<file path="config.mk">
export PLATFORM = sky130hd
export DESIGN_NAME = pipe_hazard_ctrl
export DESIGN_NICKNAME = d
export VERILOG_FILES = /design/src/rtl/pipe_hazard_ctrl.sv
export SDC_FILE = /design/constraint.sdc
export NUM_CORES = 1
export LEC_CHECK = 0
export CORE_ASPECT_RATIO = 1.4
export CORE_MARGIN = 5
export CORE_UTILIZATION = 31
export DETAILED_ROUTE_END_ITERATION = 6
export PLACE_DENSITY = 0.87
export SYNTH_ARGS = -nofsm -noshare
export SYNTH_HDL_FRONTEND = slang
export SYNTH_SLANG_ARGS = --single-unit
</file>
<file path="constraint.sdc">
create_clock -name clk -period 1.7 [get_ports clk]
set_input_delay 0.255 -clock clk [delete_from_list [all_inputs] [get_ports clk]]
set_output_delay 0.255 -clock clk [all_outputs]
set_load 0.05 [all_outputs]
</file>
<file path="src/rtl/pipe_hazard_ctrl.sv">
// Pipeline hazard/stall controller: load-use bubbles, MDU occupancy FSM, branch flush, external stall.
// Optional stall-cycle performance counter enabled by defining HAZARD_PERF_CNT_EN.
module pipe_hazard_ctrl #(
  parameter int unsigned MDU_LAT = 32,
  parameter int unsigned CNT_W   = 6
) (
  input  logic        clk,
  input  logic        rst,
  input  logic [4:0]  ID_rs,
  input  logic [4:0]  ID_rt,
  input  logic        ID_UseRs,
  input  logic        ID_UseRt,
  input  logic        ID_MduStart,
  input  logic        ID_MduRead,
  input  logic        EXE_ReadMen,
  input  logic [4:0]  EXE_RwAddr,
  input  logic        EX_BranchTaken,
  input  logic        Ext_Stall,
  output logic        PC_Wr,
  output logic        IF_ID_Wr,
  output logic        IF_ID_Flush,
  output logic        ID_EX_REG_WR,
  output logic        ID_EX_Flush,
  output logic        Mdu_Busy,
  output logic [31:0] Stall_Cnt
);

  typedef enum logic {IDLE, BUSY} state_t;

  localparam logic [CNT_W-1:0] CNT_LOAD = CNT_W'(MDU_LAT - 1);

  state_t           state, stateNext;
  logic [CNT_W-1:0] cnt, cntNext;
  logic             loadUse, mduHazard, accept;

  always_comb begin
    loadUse = EXE_ReadMen && (EXE_RwAddr != 5'd0) &&
              ((ID_UseRs && (ID_rs == EXE_RwAddr)) || (ID_UseRt && (ID_rt == EXE_RwAddr)));
    Mdu_Busy  = (state == BUSY) && !rst;
    mduHazard = Mdu_Busy && (ID_MduStart || ID_MduRead);
  end

  always_ff @(posedge clk) begin
    if (rst) begin
      state <= IDLE;
      cnt   <= '0;
    end else begin
      state <= stateNext;
      cnt   <= cntNext;
    end
  end

  // Accept is gated by the flush so a wrong-path or stalled mult/div never starts the MDU.
  always_comb begin
    accept    = ID_MduStart && ID_EX_REG_WR && !ID_EX_Flush && !rst;
    stateNext = state;
    cntNext   = cnt;
    case (state)
      IDLE: begin
        if (accept) begin
          stateNext = BUSY;
          cntNext   = CNT_LOAD;
        end
      end
      BUSY: begin
        if (cnt == CNT_W'(1)) begin
          stateNext = IDLE;
          cntNext   = '0;
        end else begin
          cntNext = cnt - CNT_W'(1);
        end
      end
      default: begin
        stateNext = IDLE;
        cntNext   = '0;
      end
    endcase
  end

  always_comb begin
    PC_Wr        = 1'b1;
    IF_ID_Wr     = 1'b1;
    IF_ID_Flush  = 1'b0;
    ID_EX_REG_WR = 1'b1;
    ID_EX_Flush  = 1'b0;
    if (rst) begin
      PC_Wr       = 1'b0;
      IF_ID_Wr    = 1'b0;
      IF_ID_Flush = 1'b1;
      ID_EX_Flush = 1'b1;
    end else if (Ext_Stall) begin
      PC_Wr        = 1'b0;
      IF_ID_Wr     = 1'b0;
      ID_EX_REG_WR = 1'b0;
    end else if (EX_BranchTaken) begin
      IF_ID_Flush = 1'b1;
      ID_EX_Flush = 1'b1;
    end else if (loadUse || mduHazard) begin
      PC_Wr       = 1'b0;
      IF_ID_Wr    = 1'b0;
      ID_EX_Flush = 1'b1;
    end
  end

`ifdef HAZARD_PERF_CNT_EN
  logic [31:0] perfCnt;
  logic        stallCycle;

  always_comb stallCycle = !rst && !Ext_Stall && !EX_BranchTaken && (loadUse || mduHazard);

  always_ff @(posedge clk) begin
    if (rst)
      perfCnt <= '0;
    else if (stallCycle)
      perfCnt <= perfCnt + 32'd1;
  end

  assign Stall_Cnt = rst ? '0 : perfCnt;
`else
  assign Stall_Cnt = '0;
`endif

endmodule
</file>
==> results of run 1 <==
==> what timing repair did <==
action / 4_1_cts / 5_1_grt
hold endpoints to repair: 0 / 0
pin swaps: 13 / 9
endpoints found under the setup margin: 4 / 4
setup buffers: 3 / 1
gates cloned: 0 / 0
gates resized for setup: 27 / 13
hold buffers: 0 / 0
==> final cells by class <==
cell class / count / share of cell area (%)
Multi-Input combinational cell: 100 / 45.4
Clock buffer: 4 / 1.85
Tap cell: 36 / 3.17
Inverter: 5 / 1.32
Timing Repair Buffer: 54 / 38.4
Sequential cell: 7 / 9.85
==> state kept, by name, summed over array words and instances, names as in the netlist <==
signal  count
state       1
cnt         6
==> metrics by stage <==
stage                     setup WS (ns)  setup TNS (ns)
after floorplan                  -0.604           -1.00
after global placement           -0.662           -2.99
after detailed placement         -0.686           -3.25
after CTS                        -0.336          -0.880
after global routing             -0.348          -0.919
final                            -0.293          -0.783
==> worst register-to-register path: cells and delay by family (launching register included) <==
kind	cells	cell delay, ns
compound gates	2	0.36
simple gates	2	0.87
flops	1	0.33
==> layer usage <==
metal / track usage [%] / routed length [µm]
met5: 0 / 0
met4: 9.73 / 74
met3: 3.07 / 205
met2: 24.6 / 1510
met1: 12.4 / 727
==> cells in the mapped netlist <==
master | instances | area share [%]
a2111oi_1 | 1 | 1.1
a211oi_1 | 2 | 1.7
a21oi_1 | 3 | 1.7
a22oi_1 | 1 | 0.86
a32o_1 | 1 | 1.1
and2_1 | 2 | 1.4
buf_4 | 33 | 28
buf_6 | 1 | 1.3
conb_1 | 1 | 0.43
dfxtp_1 | 7 | 16
ha_1 | 2 | 2.8
inv_1 | 5 | 2.1
nand2_1 | 8 | 3.4
nand3_1 | 1 | 0.57
nand4_1 | 2 | 1.4
nor2_1 | 7 | 3.0
nor2b_1 | 2 | 1.4
nor3_1 | 1 | 0.57
nor4b_1 | 3 | 3.0
o211a_1 | 2 | 2.3
o211ai_1 | 4 | 3.4
o21ai_0 | 8 | 4.6
o21ai_2 | 1 | 1.0
o22ai_1 | 1 | 0.71
o31a_1 | 1 | 1.0
or2b_1 | 1 | 0.86
or3_1 | 1 | 0.71
or4_1 | 2 | 1.7
or4b_4 | 1 | 1.6
xnor2_1 | 10 | 10
==> power by group through the flow <==
stage	sequential, µW	clock, µW	combinational, µW
finish	209	159	520
global route	213	174	558
CTS	210	162	513
detailed placement	213	0	506
global placement	212	0	497
floorplan	208	0	383
==> cells by family (layout without fill, tap and decap cells) <==
group | Yosys count | after routing | synth area share [%]
buffers and inverters | 39 | 63 | 31.6
AND/OR/NAND/NOR | 31 | 31 | 19.7
AO/OA/AOI/OAI | 25 | 25 | 19.5
XOR/XNOR | 10 | 10 | 9.97
flip-flops | 7 | 7 | 16.0
adder cells (fa/ha/maj) | 2 | 2 | 2.85
other | 1 | 32 | 0.427
==> worst paths after layout <==
check / slack [ns] / startpoint / cells past startpoint / to
worst max-delay path: -0.29 / EXE_RwAddr[4] / 7 / IF_ID_Wr
worst min-delay path: 0.67 / EX_BranchTaken / 5 / cnt[1]
worst max register to register: 0.04 / cnt[0] / 4 / cnt[5]
worst min register to register: 0.70 / cnt[5] / 2 / cnt[5]
==> results.sh, run 1 <==
export IMPL_status="finished with violations"
export IMPL_violations="setup timing"
export IMPL_fin_area_um2=1420
export IMPL_tritoncts="yes"
export IMPL_antenna_found_initial=0
export IMPL_final_core_util_pct=53.3
export IMPL_p_total_uw=888
export IMPL_p_leak_uw=0.000692
export IMPL_seq_area_frac_synth_pct=16.0
export IMPL_period_minus_slack_ns=1.99
export IMPL_vias=911
export IMPL_grt_pass1_wl_um=3790
export IMPL_cap_violations=0
export IMPL_n_antenna_cell=0
export IMPL_root_buffer="clkbuf_4"
export IMPL_htree_num_levels=1
export IMPL_final_hold_viol_count=0
export IMPL_syn_avg_cell_area_um2=7.64
export IMPL_startpoint_type="input pin"
export IMPL_layout_drive_gt1_share_pct=28.8
export IMPL_grt_max_degree=8
export IMPL_ant_nets=0
export IMPL_regArea_um2=140
export IMPL_multi_input_area_um2=646
export IMPL_mostFrequentLayoutCells="conb_1, buf_4, nand2_1"
export IMPL_p_clk_share_pct=17.9
export IMPL_nNetsFinal=197
export IMPL_numCtsBuffers=3
export IMPL_final_fill_count=258
export IMPL_worstSetupPathType="input pin to primary output"
export IMPL_routed_wl_um=2520
export IMPL_ys_ff_latch=7
export IMPL_dieArea_um2=4010
export IMPL_place_congestion=0.842
export IMPL_hold_path_class="input pin to flip-flop"
export IMPL_syn_inst=115
export IMPL_dieWidth_um=55.0
export IMPL_power_density_nw_per_um2=624
export IMPL_path_delay_family="simple AND/OR/NAND/NOR gates"
export IMPL_ys_types=30
export IMPL_combPwrFrac_pct=58.5
export IMPL_io_pin_count=62
export IMPL_detailed_place_hpwl_um=2060
export IMPL_path_max_fanout=2
export IMPL_hold_worst_slack_ns=0.666
export IMPL_endpoint_kind="primary output"
export IMPL_mostFrequentLayoutCell="conb_1"
export IMPL_arrival_ns=1.74
export IMPL_intPower_uw=480
export IMPL_syn_area_um2=878
export IMPL_worst_slack_ns=-0.293
export IMPL_cts_sinks=7
export IMPL_dr_pass1_iters=4
export IMPL_post_drt_wl_per_cell_um=12.2
export IMPL_critPathSlowestCell="or4_4"
export IMPL_vdd_drop_max_v=0.000484
export IMPL_pwr_share_seq_pct=23.6
export IMPL_ys_warn_count=0
export IMPL_maxSlewViolCount=0
export IMPL_cp_slowest_stage_delay_ns=0.53
export IMPL_grt_usage_pct=13.6
export IMPL_layout_cells_non_filler=206
export IMPL_required_ns=1.44
export IMPL_initial_core_util_pct=32.9
export IMPL_io_buffers=29
export IMPL_overflow=0
export IMPL_fin_skew_ns=0.00438
export IMPL_crit_chain="buf_6 -> or4_4 -> o21ai_4 -> nor2_2 -> a2111oi_4 -> buf_4 -> buf_12"
export IMPL_dieHeight_um=73.0
export IMPL_placementRows=22
export IMPL_grt_pass1_vias=892
export IMPL_drt_iter0_drc=8
export IMPL_viasPerCell=4.42
export IMPL_fin_crit_sh_pct=117
export IMPL_synthToLayoutAreaGrowth_pct=62.0
export IMPL_fmax_mhz=502
export IMPL_drc=0
export IMPL_place_area_um2=1330
export IMPL_clockBufferDepth=2
export IMPL_setup_viol=3
export IMPL_grt_setup_unrepaired="yes"
export IMPL_p_sw_uw=408
export IMPL_switching_share_pct=46.0
export IMPL_clk_pin_slew_ns=0.05
export IMPL_crit_buf_inv=3
export IMPL_clock_latency_ns=0.26
export IMPL_design_core_area_um2=2670
export IMPL_dp_cells=199
Note: power is estimated with default switching activity, not from simulation.
==> run 2: changes to the inputs <==
CORE_ASPECT_RATIO = 0.5   (was 1.4)
CORE_MARGIN = not set   (was 5)
==> run 2 against run 1 <==
Compared with the run above:
- the flow still finishes with violations (setup timing)
- clock power grew 51%
- final cell count is the same
- wire length shrank 9.6%
- critical path type unchanged
- highest routed layer unchanged
==> results.sh, run 2 (synthesized netlist as in run 1, its figures left out) <==
export IMPL_mostFrequentLayoutCells="conb_1, buf_4, dlymetal6s2s_1"
export IMPL_startpoint_type="input pin"
export IMPL_grt_max_degree=10
export IMPL_largestRegisters="cnt (6), state (1)"
export IMPL_fin_crit_sh_pct=116
export IMPL_largest_reg_flops=6
export IMPL_placementRows=13
export IMPL_initial_core_util_pct=33.3
export IMPL_clk_pin_slew_ns=0.05
export IMPL_p_leak_uw=0.000722
export IMPL_cts_sinks=7
export IMPL_hold_worst_slack_ns=0.721
export IMPL_timing_rr_end="cnt[5]"
export IMPL_r2r_start="cnt[0]"
export IMPL_required_ns=1.44
export IMPL_pwr_share_seq_pct=21.6
export IMPL_min_path_cells=2
export IMPL_regMostFlops="cnt"
export IMPL_period_minus_slack_ns=1.96
export IMPL_final_hold_viol_count=0
export IMPL_viasPerCell=4.43
export IMPL_clockBufferDepth=2
export IMPL_hold_path_class="flip-flop to flip-flop"
export IMPL_nNetsFinal=196
export IMPL_dp_slack_ns=-0.649
export IMPL_r2r_cells=4
export IMPL_htree_num_levels=1
export IMPL_clock_latency_ns=0.23
export IMPL_hp_start="cnt[5]"
export IMPL_intPower_uw=552
export IMPL_final_core_util_pct=54.7
export IMPL_drc=0
export IMPL_hold_buffers=0
export IMPL_n_antenna_cell=0
export IMPL_grt_setup_unrepaired="yes"
export IMPL_synthToLayoutAreaGrowth_pct=64.1
export IMPL_hold_end="cnt[5]"
export IMPL_dieArea_um2=3060
export IMPL_io_pin_count=62
export IMPL_worst_slack_ns=-0.264
export IMPL_cap_violations=0
export IMPL_switching_share_pct=43.1
export IMPL_place_congestion=0.829
export IMPL_p_clk_share_pct=24.7
export IMPL_power_density_nw_per_um2=674
export IMPL_routed_wl_um=2270
export IMPL_detailed_place_hpwl_um=1720
export IMPL_fin_tns_setup_ns=-0.721
export IMPL_dieWidth_um=77.3
export IMPL_vdd_drop_max_v=0.000244
export IMPL_maxSlewViolCount=0
export IMPL_tritoncts="yes"
export IMPL_mostFrequentLayoutCell="conb_1"
export IMPL_combPwrFrac_pct=53.7
export IMPL_io_buffers=29
export IMPL_arrival_ns=1.71
export IMPL_dr_pass1_iters=4
export IMPL_setup_viol=3
export IMPL_numCtsBuffers=3
export IMPL_layout_drive_gt1_share_pct=27.2
export IMPL_design_core_area_um2=2640
export IMPL_overflow=0
export IMPL_grt_usage_pct=14.3
export IMPL_fmax_mhz=509
export IMPL_antenna_found_initial=0
export IMPL_endpoint_kind="primary output"
export IMPL_grt_pass1_vias=759
export IMPL_fin_skew_ns=0.00961
export IMPL_p_sw_uw=419
export IMPL_worstSetupPathType="input pin to primary output"
export IMPL_p_total_uw=971
export IMPL_violations="setup timing"
export IMPL_dieHeight_um=39.6
export IMPL_rrSetupSlack_ns=0.03
export IMPL_status="finished with violations"
export IMPL_root_buffer="clkbuf_8"
export IMPL_ant_nets=0
export IMPL_path_max_fanout=2
export IMPL_vias=913
export IMPL_drt_iter0_drc=32
export IMPL_post_drt_wl_per_cell_um=11.0
export IMPL_grt_pass1_wl_um=3290
[run 2: power groups by stage]
stage	combinational, µW	clock (µW)	sequential [µW]
floorplan	383	0	208
global route	554	259	212
detailed placement	507	0	210
global placement	497	0	208
CTS	509	242	207
finish	521	240	210
[run 2: metrics by stage]
step / area (µm²) / std cells
3_5_place_dp: 1330 / 200
5_1_grt: 1440 / 206
3_3_place_gp: 1330 / 200
4_1_cts: 1380 / 205
6_report: 1440 / 206
2_1_floorplan: 1030 / 146
[run 2: worst max-delay path by stage]
stage	startpoint	end	slack, ns	cells past startpoint
after floorplan	EXE_RwAddr[1]	PC_Wr	-0.60	5
after global placement	EXE_RwAddr[1]	PC_Wr	-0.62	7
after detailed placement	EXE_RwAddr[1]	PC_Wr	-0.65	7
after CTS	EXE_RwAddr[4]	PC_Wr	-0.32	7
after global routing	EXE_RwAddr[1]	IF_ID_Wr	-0.33	7
final	EXE_RwAddr[2]	PC_Wr	-0.26	7
[run 2: final cells by class]
class	instances	area, µm²
Sequential cell	7	140
Timing Repair Buffer	53	549
Tap cell	37	46.3
Multi-Input combinational cell	100	642
Clock buffer	4	45.0
Inverter	5	18.8
Fill cell	231	1190
[run 2: routing by layer]
layer	up-vias	track usage (%)	wire length [µm]
met5	-	0	0
met4	0	5.66	43
met3	4	3.02	110
met2	44	28.1	1200
met1	415	15.8	917
li1	450	-	-
[run 2: critical path, cell delays in order]
cell and delay, ns:
buf_2 0.11, or4_4 0.52, o21ai_4 0.17, nor2_4 0.06
a2111oi_4 0.27, buf_4 0.19, buf_12 0.13
[run 2: timing repair]
action / CTS / global route
resized for setup: 17 / 17
pin swaps: 5 / 7
endpoints found under the setup margin: 4 / 5
setup buffers: 1 / 2
==> run 3: changes to the inputs <==
CORE_ASPECT_RATIO = 1.75   (was 0.5)
TNS_END_PERCENT = 30   (was not set)
==> run 3 against run 2 <==
Compared with the run above:
- the run still ends with setup timing left
- wire length decreased by 8.3%
- utilization shrank 3.4 points
- cell area down 4.3%
- worst setup slack lost 0.043 ns
- critical endpoint is now IF_ID_Wr
==> results.sh, run 3 (synthesized netlist as in run 1, its figures left out) <==
export IMPL_setup_viol=4
export IMPL_r2r_cells=4
export IMPL_startpoint_type="input pin"
export IMPL_vdd_drop_max_v=0.000428
export IMPL_fin_skew_ns=0.00815
export IMPL_grt_pass1_wl_um=3430
export IMPL_min_path_cells=6
export IMPL_required_ns=1.44
export IMPL_synthToLayoutAreaGrowth_pct=57.0
export IMPL_rrSetupSlack_ns=0
export IMPL_dieHeight_um=72.4
export IMPL_worstSetupPathType="input pin to primary output"
export IMPL_top_layer="met4"
export IMPL_root_buffer="clkbuf_8"
export IMPL_r2r_start="cnt[0]"
export IMPL_p_leak_uw=0.000633
export IMPL_place_congestion=0.747
export IMPL_timing_rr_end="cnt[5]"
export IMPL_status="finished with violations"
export IMPL_detailed_place_hpwl_um=1820
export IMPL_grt_usage_pct=14.9
export IMPL_fin_area_um2=1380
export IMPL_wl_met1_um=596
export IMPL_regMostFlops="cnt"
export IMPL_wl_met3_um=161
export IMPL_maxSlewViolCount=0
export IMPL_violations="setup timing"
export IMPL_design_core_area_um2=2690
export IMPL_fmax_mhz=498
export IMPL_io_pin_count=62
export IMPL_routed_wl_um=2090
export IMPL_mostFrequentLayoutCell="conb_1"
export IMPL_arrival_ns=1.75
export IMPL_post_drt_wl_per_cell_um=10.7
export IMPL_mostFrequentLayoutCells="conb_1, buf_4, clkdlybuf4s50_1, xnor2_1"
export IMPL_hold_path_class="input pin to flip-flop"
export IMPL_fin_tns_setup_ns=-0.890
export IMPL_clk_pin_slew_ns=0.04
export IMPL_fin_crit_sh_pct=118
export IMPL_dieArea_um2=3060
export IMPL_drt_iter0_drc=11
export IMPL_nNetsFinal=194
export IMPL_place_area_um2=1320
export IMPL_htree_num_levels=1
export IMPL_worst_slack_ns=-0.307
export IMPL_vias=926
export IMPL_period_minus_slack_ns=2.01
export IMPL_cap_violations=0
export IMPL_final_hold_viol_count=0
export IMPL_final_fill_count=248
export IMPL_grt_setup_unrepaired="yes"
export IMPL_dr_pass1_iters=3
export IMPL_dp_cells=191
export IMPL_antenna_found_initial=0
export IMPL_io_buffers=29
export IMPL_wl_met2_um=1250
export IMPL_overflow=0
export IMPL_hold_worst_slack_ns=0.709
export IMPL_cts_sinks=7
export IMPL_layout_drive_gt1_share_pct=26.3
export IMPL_power_density_nw_per_um2=698
export IMPL_n_antenna_cell=0
export IMPL_drc=0
export IMPL_viasPerCell=4.77
export IMPL_numCtsBuffers=3
export IMPL_dieWidth_um=42.2
export IMPL_tritoncts="yes"
export IMPL_grt_max_degree=8
export IMPL_largestRegisters="cnt (6), state (1)"
export IMPL_path_max_fanout=2
export IMPL_layout_cells_non_filler=194
export IMPL_clockBufferDepth=2
export IMPL_post_cts_buffers=0
export IMPL_largest_reg_flops=6
export IMPL_initial_core_util_pct=32.7
export IMPL_hp_start="EXE_RwAddr[4]"
export IMPL_ant_nets=0
export IMPL_hold_end="cnt[1]"
export IMPL_endpoint_kind="primary output"
export IMPL_grt_pass1_vias=871
export IMPL_clock_latency_ns=0.23
export IMPL_placementRows=25
## run 3: power breakdown
group | internal [µW] | switching [µW]
Clock | 159 | 79.1
Combinational | 201 | 312
Sequential | 188 | 22.7
## run 3: layout make-up
| class | count | area [µm²] | share of cell area [%] |
|---|---|---|---|
| Multi-Input combinational cell | 100 | 622 | 45.1 |
| Tap cell | 27 | 33.8 | 2.45 |
| Clock inverter | 1 | 5.00 | 0.363 |
| Timing Repair Buffer | 51 | 517 | 37.5 |
| Clock buffer | 3 | 41.3 | 2.99 |
| Inverter | 5 | 18.8 | 1.36 |
| Sequential cell | 7 | 141 | 10.3 |
## run 3: critical path, stage by stage
cell,delay (ns)
buf_6,0.09
or4_4,0.54
o21ai_4,0.20
nor2_2,0.06
a2111oi_4,0.27
buf_4,0.19
buf_12,0.13
## run 3: metal layers
metal	vias up	track usage, %
met5	-	0
met4	0	10.4
met3	8	4.23
met2	55	30.9
met1	422	10.3
li1	441	-
## run 3: what timing repair did
action	in CTS	in global routing
pin swaps	6	7
gates cloned	0	0
hold buffers	0	0
gates resized for setup	18	5
setup endpoints to repair	5	4
## run 3: worst max-delay path by stage
stage                  startpoint       end  depth (start not counted)
floorplan           EXE_RwAddr[1]     PC_Wr                          5
global placement    EXE_RwAddr[1]  IF_ID_Wr                          7
detailed placement  EXE_RwAddr[1]     PC_Wr                          7
CTS                 EXE_RwAddr[4]  IF_ID_Wr                          7
global route        EXE_RwAddr[3]     PC_Wr                          7
finish              EXE_RwAddr[3]  IF_ID_Wr                          7
## run 3: metrics by stage
step	util (%)	total power (µW)	worst slack (ns)
2_1_floorplan	-	591	-0.604
3_3_place_gp	49.2	712	-0.629
3_5_place_dp	49.2	723	-0.647
4_1_cts	50.7	965	-0.352
5_1_grt	51.3	1010	-0.350
6_report	51.3	962	-0.307
